## src/rtl/adbg_jsp_16550_pkg.sv

```systemverilog
`default_nettype none
// adbg_jsp_16550_pkg: register map and bit positions of the JSP 16550-style register set.
// Rev 1.0
package adbg_jsp_16550_pkg;

  localparam logic [2:0] ADDR_RBR_THR = 3'd0;
  localparam logic [2:0] ADDR_IER     = 3'd1;
  localparam logic [2:0] ADDR_IIR_FCR = 3'd2;
  localparam logic [2:0] ADDR_LCR     = 3'd3;
  localparam logic [2:0] ADDR_LSR     = 3'd5;

  localparam int LSR_DR   = 0;
  localparam int LSR_THRE = 5;

  // 8N1 with DLAB clear; FCR value clears both FIFOs
  localparam logic [7:0] LCR_8N1       = 8'h03;
  localparam logic [7:0] FCR_CLR_FIFOS = 8'h06;

endpackage
`default_nettype wire

```

## src/rtl/adbg_apb_xfer.sv

```systemverilog
`default_nettype none
// adbg_apb_xfer: single-initiator APB SETUP/ACCESS engine with an ACCESS-phase timeout.
// Rev 1.0
module adbg_apb_xfer #(
  parameter int TIMEOUT = 64
) (
  input  logic       clk,
  input  logic       rst_n,
  input  logic       req,
  input  logic       we,
  input  logic [2:0] addr,
  input  logic [7:0] wdata,
  output logic       done,
  output logic       slverr,
  output logic       timeout,
  output logic [7:0] rdata,
  output logic       psel,
  output logic       penable,
  output logic       pwrite,
  output logic [2:0] paddr,
  output logic [7:0] pwdata,
  input  logic [7:0] prdata,
  input  logic       pready,
  input  logic       pslverr
);

  localparam int TCNT_W = $clog2(TIMEOUT + 1);
  localparam logic [TCNT_W-1:0] TCNT_LAST = TCNT_W'(TIMEOUT - 1);

  logic              access;
  logic [TCNT_W-1:0] tcnt;

  // req is held by the sequencer for the whole transfer; the first cycle of req is SETUP
  always_ff @(posedge clk or negedge rst_n) begin
    if (!rst_n) begin
      access <= 1'b0;
      tcnt   <= '0;
    end else if (!access) begin
      tcnt <= '0;
      if (req) access <= 1'b1;
    end else if (done || timeout) begin
      access <= 1'b0;
    end else begin
      tcnt <= tcnt + 1'b1;
    end
  end

  assign psel    = req;
  assign penable = req & access;
  assign pwrite  = req & we;
  assign paddr   = req ? addr  : 3'd0;
  assign pwdata  = req ? wdata : 8'd0;

  assign done    = penable & pready;
  assign slverr  = done & pslverr;
  assign timeout = penable & ~pready & (tcnt == TCNT_LAST);
  assign rdata   = prdata;

endmodule
`default_nettype wire

```

## src/rtl/adbg_jsp_apb_host.sv

```systemverilog
`default_nettype none
// adbg_jsp_apb_host: APB host that configures the JSP 16550 registers, then polls LSR
// and moves bytes between valid/ready streams and RBR/THR.  Rev 1.0
module adbg_jsp_apb_host
  import adbg_jsp_16550_pkg::*;
#(
  parameter int         POLL_DLY = 16,
  parameter int         TIMEOUT  = 64,
  parameter logic [3:0] IER_VAL  = 4'h0
) (
  input  logic       PCLK,
  input  logic       PRESETn,
  output logic       PSEL,
  output logic       PENABLE,
  output logic       PWRITE,
  output logic [2:0] PADDR,
  output logic [7:0] PWDATA,
  input  logic [7:0] PRDATA,
  input  logic       PREADY,
  input  logic       PSLVERR,
  input  logic       int_i,
  input  logic [7:0] tx_data_i,
  input  logic       tx_valid_i,
  output logic       tx_ready_o,
  output logic [7:0] rx_data_o,
  output logic       rx_valid_o,
  input  logic       rx_ready_i,
  output logic       err_o,
  input  logic       err_clr_i
);

  typedef enum logic [2:0] {
    CFG_LCR = 3'd0,
    CFG_FCR = 3'd1,
    CFG_IER = 3'd2,
    WAIT    = 3'd3,
    RD_LSR  = 3'd4,
    RD_RBR  = 3'd5,
    WR_THR  = 3'd6
  } seq_state_t;

  localparam int WAIT_W = (POLL_DLY < 1) ? 1 : $clog2(POLL_DLY + 1);
  localparam logic [WAIT_W-1:0] WAIT_LOAD = WAIT_W'(POLL_DLY);

  seq_state_t        state;
  logic              req;
  logic [WAIT_W-1:0] wait_cnt;
  logic              lsr_thre;

  logic       we;
  logic [2:0] addr;
  logic [7:0] wdata;
  logic       done, slverr, timeout;
  logic [7:0] rdata;
  logic       xfer_end, lsr_ok;

  assign xfer_end = done | timeout;
  assign lsr_ok   = done & ~slverr;

  always_comb begin
    we    = 1'b0;
    addr  = 3'd0;
    wdata = 8'd0;
    case (state)
      CFG_LCR: begin we = 1'b1; addr = ADDR_LCR;     wdata = LCR_8N1;         end
      CFG_FCR: begin we = 1'b1; addr = ADDR_IIR_FCR; wdata = FCR_CLR_FIFOS;   end
      CFG_IER: begin we = 1'b1; addr = ADDR_IER;     wdata = {4'h0, IER_VAL}; end
      RD_LSR:  addr = ADDR_LSR;
      RD_RBR:  addr = ADDR_RBR_THR;
      WR_THR:  begin we = 1'b1; addr = ADDR_RBR_THR; wdata = tx_data_i;       end
      default: ;
    endcase
  end

  // Transfer states keep req high across back-to-back transfers; WAIT is the only idle state
  always_ff @(posedge PCLK or negedge PRESETn) begin
    if (!PRESETn) begin
      state      <= CFG_LCR;
      req        <= 1'b0;
      wait_cnt   <= '0;
      lsr_thre   <= 1'b0;
      rx_data_o  <= 8'd0;
      rx_valid_o <= 1'b0;
      tx_ready_o <= 1'b0;
      err_o      <= 1'b0;
    end else begin
      tx_ready_o <= 1'b0;
      if (slverr || timeout) err_o <= 1'b1;
      else if (err_clr_i)    err_o <= 1'b0;
      if (rx_valid_o && rx_ready_i) rx_valid_o <= 1'b0;

      if (state == WAIT) begin
        if (wait_cnt == '0 || int_i) begin
          state <= RD_LSR;
          req   <= 1'b1;
        end else begin
          wait_cnt <= wait_cnt - 1'b1;
        end
      end else if (!req) begin
        req <= 1'b1;
      end else if (xfer_end) begin
        case (state)
          CFG_LCR: state <= CFG_FCR;
          CFG_FCR: state <= CFG_IER;
          RD_LSR: begin
            lsr_thre <= rdata[LSR_THRE];
            if (lsr_ok && rdata[LSR_DR] && !rx_valid_o) begin
              state <= RD_RBR;
            end else if (lsr_ok && rdata[LSR_THRE] && tx_valid_i) begin
              state <= WR_THR;
            end else begin
              state <= WAIT; req <= 1'b0; wait_cnt <= WAIT_LOAD;
            end
          end
          RD_RBR: begin
            if (lsr_ok) begin
              rx_data_o  <= rdata;
              rx_valid_o <= 1'b1;
            end
            if (done && lsr_thre && tx_valid_i) begin
              state <= WR_THR;
            end else begin
              state <= WAIT; req <= 1'b0; wait_cnt <= WAIT_LOAD;
            end
          end
          WR_THR: begin
            if (done) tx_ready_o <= 1'b1;
            state <= WAIT; req <= 1'b0; wait_cnt <= WAIT_LOAD;
          end
          default: begin
            state <= WAIT; req <= 1'b0; wait_cnt <= WAIT_LOAD;
          end
        endcase
      end
    end
  end

  adbg_apb_xfer #(.TIMEOUT(TIMEOUT)) u_xfer (
    .clk     (PCLK),
    .rst_n   (PRESETn),
    .req     (req),
    .we      (we),
    .addr    (addr),
    .wdata   (wdata),
    .done    (done),
    .slverr  (slverr),
    .timeout (timeout),
    .rdata   (rdata),
    .psel    (PSEL),
    .penable (PENABLE),
    .pwrite  (PWRITE),
    .paddr   (PADDR),
    .pwdata  (PWDATA),
    .prdata  (PRDATA),
    .pready  (PREADY),
    .pslverr (PSLVERR)
  );

endmodule
`default_nettype wire

```

## config.mk

```make
export PLATFORM = sky130hd
export DESIGN_NAME = adbg_jsp_apb_host
export DESIGN_NICKNAME = d
export VERILOG_FILES = /design/src/rtl/adbg_jsp_16550_pkg.sv /design/src/rtl/adbg_apb_xfer.sv /design/src/rtl/adbg_jsp_apb_host.sv
export SDC_FILE = /design/constraint.sdc
export NUM_CORES = 1
export LEC_CHECK = 0
export CAP_MARGIN = 10
export CORE_MARGIN = 8
export CORE_UTILIZATION = 40
export DETAILED_ROUTE_END_ITERATION = 10
export PLACE_DENSITY = 0.69
export SYNTH_ARGS = -nofsm -noshare
export SYNTH_HDL_FRONTEND = slang
export SYNTH_SLANG_ARGS = --single-unit
```

## constraint.sdc

```tcl
create_clock -name PCLK -period 4.4 [get_ports PCLK]
set_input_delay 1.32 -clock PCLK [delete_from_list [all_inputs] [get_ports PCLK]]
set_output_delay 1.32 -clock PCLK [all_outputs]
set_load 0.005 [all_outputs]
```

# Word-level counts from Yosys, hierarchy flattened
# Cells that the tools add are included.
# W data, S select, Z words.
word_totals:
  word_cells: 106
  input_bits: 24
  output_inout_bits: 25
  register_bits: 29
op_classes:
  reduce_logical: 22
  eq_ne: 14
  n_bitwise: 11
  n_addsub: 2
  mux: 47
op_table:
  columns: ["operator", "n"]
  rows:
  - ["$mux W5", 7]
  - ["$mux W1", 24]
  - ["$mux W3", 8]
  - ["$pmux W3 S4", 2]
  - ["$pmux W8 S3", 1]
  - ["$pmux W5 S3", 1]
  - ["$mux W7", 2]
  - ["$eq A3 B3 Y1 const B", 3]
  - ["$ne A3 B3 Y1 const B", 3]
  - ["$mux W8", 1]
  - ["$add A7 B1 Y7 const B", 1]
  - ["$and A1 B1 Y1", 7]
  - ["$eq A7 B6 Y1 const B", 1]
  - ["$logic_and A1 B1 Y1", 7]
  - ["$reduce_and A7 Y1", 1]
  - ["$eq A3 B2 Y1 const B", 2]
  - ["$reduce_bool A2 Y1", 3]
  - ["$logic_not A5 Y1", 1]
  - ["$reduce_and A5 Y1", 1]
  - ["$sub A5 B1 Y5 const B", 1]
  - ["$ne A2 B1 Y1 const B", 2]
  - ["$ne A2 B2 Y1 const B", 2]
  - ["$reduce_and A4 Y1", 1]
  - ["$reduce_or A4 Y1", 1]
  - ["9 further kinds", 13]

# Depth between registers and ports, before layout
logic_depth:
  depth_word: 13
  depth_mapped: 6
  ltp_nobuf: 6

# Modules after synthesis
# A second synthesis with hierarchy kept.
unflattened:
  hier_cells: 184
  hier_area_um2: 1776.7
modules_own_cells:
  columns: ["module", "cells_each", "n_inst", "area_each_um2", "seq_area_each_um2"]
  rows:
  - ["adbg_jsp_apb_host", 115, 1, 1156.1, 525.5]
  - ["adbg_apb_xfer", 69, 1, 620.6, 200.2]

# Worst setup path before layout
# OpenSTA, ideal clock, no wires.
synth_path:
  path_type: "input port to output port"
  from: "input port tx_data_i[2]"
  to: "output port PWDATA[2]"
  t_arrival_ns: 1.517
  n_path_buf: 0
  cell_stages: 1
  required_time_ns: 3.080
  setup_slack_ns: 1.563
  path_cell_list: "a22o_1"
synth_between:
  elab_chain_len: 2
synth_rtl:
  columns: ["item", "line_no", "rtl"]
  rows:
  - ["from (decl)", "adbg_jsp_apb_host.sv:22", "input logic [7:0] tx_data_i,"]
  - ["$pmux W8 S3", "adbg_jsp_apb_host.sv:64", "case (state)"]
  - ["$mux W8", "adbg_apb_xfer.sv:52", "assign pwdata = req ? wdata : 8'd0;"]
  - ["to (decl)", "adbg_jsp_apb_host.sv:17", "output logic [7:0] PWDATA,"]
# Every way passes these cells.

# Worst setup path after layout
layout_path:
  from: "input port tx_data_i[1]"
  to: "output port PWDATA[1]"
# Same word-level chain as after synthesis.

==> out/qor.csv <==
metric,value,unit
antenna_cells,0,
combPwrFrac,45.7,%
synth_fp_nets,195,
grt_first_pass_wirelength,7.25,mm
drt-pass1-iter-count,4,
postRouteAntennaNets,0,
die_area,0.00662,mm2
criticalPathCategory,in -> out,
fin_tns_setup,0,ps
hold_class,reg -> reg,
synth_largest_type_area_fraction,42.4,%
start_util,42.2,%
synth_edf_count,0,
arrival,2490,ps
n_fill_cell,355,
ys_top_cells_by_area,"dfrtp_1 (42%), mux2_2 (5.9%), and2_1 (4.0%)",
finalMaxSlewViolations,0,
fp.coreArea,0.00406,mm2
area_growth_syn_to_layout,35.6,%
top_usage_layer,met2,
start_kind,input port,
hold_violations,0,
syn_area_per_cell,10.2,um2
power.internal,0.000810,W
synth_cell_types,52,
track_usage,13.7,%
rsz0062_at_grt,no,
cp.required,3080,ps
cts_buffers,5,
cts.clk_slew.worst_paths,60,ps
seqPwrFrac,35.8,%
relSlewSlack,58.7,%
vias_per_cell,5.60,
grt_max_degree,30,
die_w,81.4,um
portBuffers,48,
dpl.hpwl,3.23,mm
cts_tree,yes,
post_cts_resized,0,
synth-seq-cells,29,
cts_setup_buffers,0,
clockBufferDepth,2,
cap_violations,0,
nNetsFinal,244,
regToRegSetupSlack,2380,ps
fin_crit_sh,86.5,%
wl_per_cell,16.0,um
pwr-share-clk,18.5,%
pin_count,49,
power,0.00129,W
period_needed,3810,ps
leakage,0.992,nW
drive_gt1_share,12.4,%
synth_top_cell_by_area,dfrtp_1,
synth_warnings,0,
status,completed,
finalClockSkew,5.92,ps
gr-total-overflow,0,
setup_viol,0,
htreeDepth,2,
antenna_found_initial,0,
postSynthCellCount,168,
cts.sinks,29,
gr-usage-met2,20.7,%
grt_pass1_vias,1497,
worstSkewPairLatency,280,ps
ys.flop_type,dfrtp_1,
grtUsageMet3,6.40,%
p_sw_share,37.1,%
synth_area,0.00171,mm2
grtUsageMet1,17.0,%
clockRootBuffer,clkbuf_8,
postCtsHoldBufs,0,
vias,1502,
synthArstFlopShare,100,%
yosysMostFrequentCell,dfrtp_1,
clock.fmax,263,MHz
drt_wl_total,4.29,mm
drt_iter0_markers,122,
routabilityCongestion,0.832,
yosysSeqAreaShare,42.4,%
ir_drop,0.332,mV
drc,0,
synthTopCellsByCount,"dfrtp_1 (29), nor2_1 (17), and2_1 (11), nand2_1 (11)",
num_rows,23,
endpoint_kind,output port,
dieHeight,81.4,um
path_max_fanout,1,
worst_pin_slew,615,ps
power.density,556,mW/mm2
p_switching,0.000478,W
-- metrics by stage --
step	std cells	hold slack, ps	setup WS (ps)	utilization (%)	instance area (um2)
floorplan	168	463	1560	-	1710
global placement	260	477	632	54.6	2220
detailed placement	260	482	599	54.6	2220
CTS	268	497	590	57.1	2320
global route	268	515	490	57.1	2320
finish	268	495	594	57.1	2320
-- power groups by stage --
stage / Clock [W] / Combinational, W / Sequential (W)
floorplan: 0 / 0.000409 / 0.000401
global placement: 0 / 0.000577 / 0.000456
detailed placement: 0 / 0.000590 / 0.000463
CTS: 0.000247 / 0.000595 / 0.000461
global route: 0.000260 / 0.000650 / 0.000479
finish: 0.000238 / 0.000589 / 0.000462
-- sequential cells by signal, summed over array words and instances (netlist names) --
| name | count |
|---|---|
| tx_ready_o | 1 |
| state | 3 |
| wait_cnt | 5 |
| rx_valid_o | 1 |
| rx_data_o | 8 |
| req | 1 |
| lsr_thre | 1 |
| u_xfer.access | 1 |
| err_o | 1 |
| u_xfer.tcnt | 7 |
-- worst paths after layout --
path / start / endpoint / cells after the start
max: tx_data_i[1] / PWDATA[1] / 4
min: rx_valid_o / rx_valid_o / 1
max reg2reg: req / rx_data_o[7] / 3
min reg2reg: rx_valid_o / rx_valid_o / 1
max in group asynchronous: PRESETn / wait_cnt[2] / 2
min in group asynchronous: PRESETn / rx_valid_o / 2
-- cells in the final DEF, fill, tap and decap left out, types with 3 or more instances in the layout --
master and count:
clkdlybuf4s50_1 48, dfrtp_1 29, nor2_1 17, nand2_1 11
and2_1 11, inv_1 9, mux2_2 9, clkbuf_8 7
a31oi_1 6, o21ai_0 5, nand2b_1 4, a21oi_1 4
xnor2_1 4, nor3_1 3, and3_1 3, o31ai_1 3
ha_1 3
-- per-layer routing --
layer	vias up	wire, um
met5	-	0
met4	0	42
met3	5	476
met2	68	1860
met1	718	1920
li1	711	-
-- worst max-delay path: stages --
cell and delay, ps:
clkdlybuf4s50_1 460, a31oi_1 80, nor2_1 110, clkdlybuf4s50_1 510
-- logic make-up after synthesis --
kind of cell | after synthesis | synth area share, %
adder cells (fa/ha/maj) | 3 | 2.19
multiplexers | 11 | 7.10
AND/OR/NAND/NOR | 67 | 23.6
buffers and inverters | 16 | 4.54
flip-flops | 29 | 42.4
AO/OA/AOI/OAI | 38 | 18.1
XOR/XNOR | 4 | 2.05
-- area by class of cell --
cell class / instances / area (um2) / area share [%]
inverters: 9 / 33.8 / 1.46
clock buffers: 7 / 96.3 / 4.16
multi-input cells: 123 / 907 / 39.1
clock inverters: 1 / 5.00 / 0.216
flip-flops and latches: 29 / 726 / 31.3
well taps: 50 / 62.6 / 2.70
repair buffers: 49 / 488 / 21.0
Note: power is estimated with default switching activity, not from simulation.
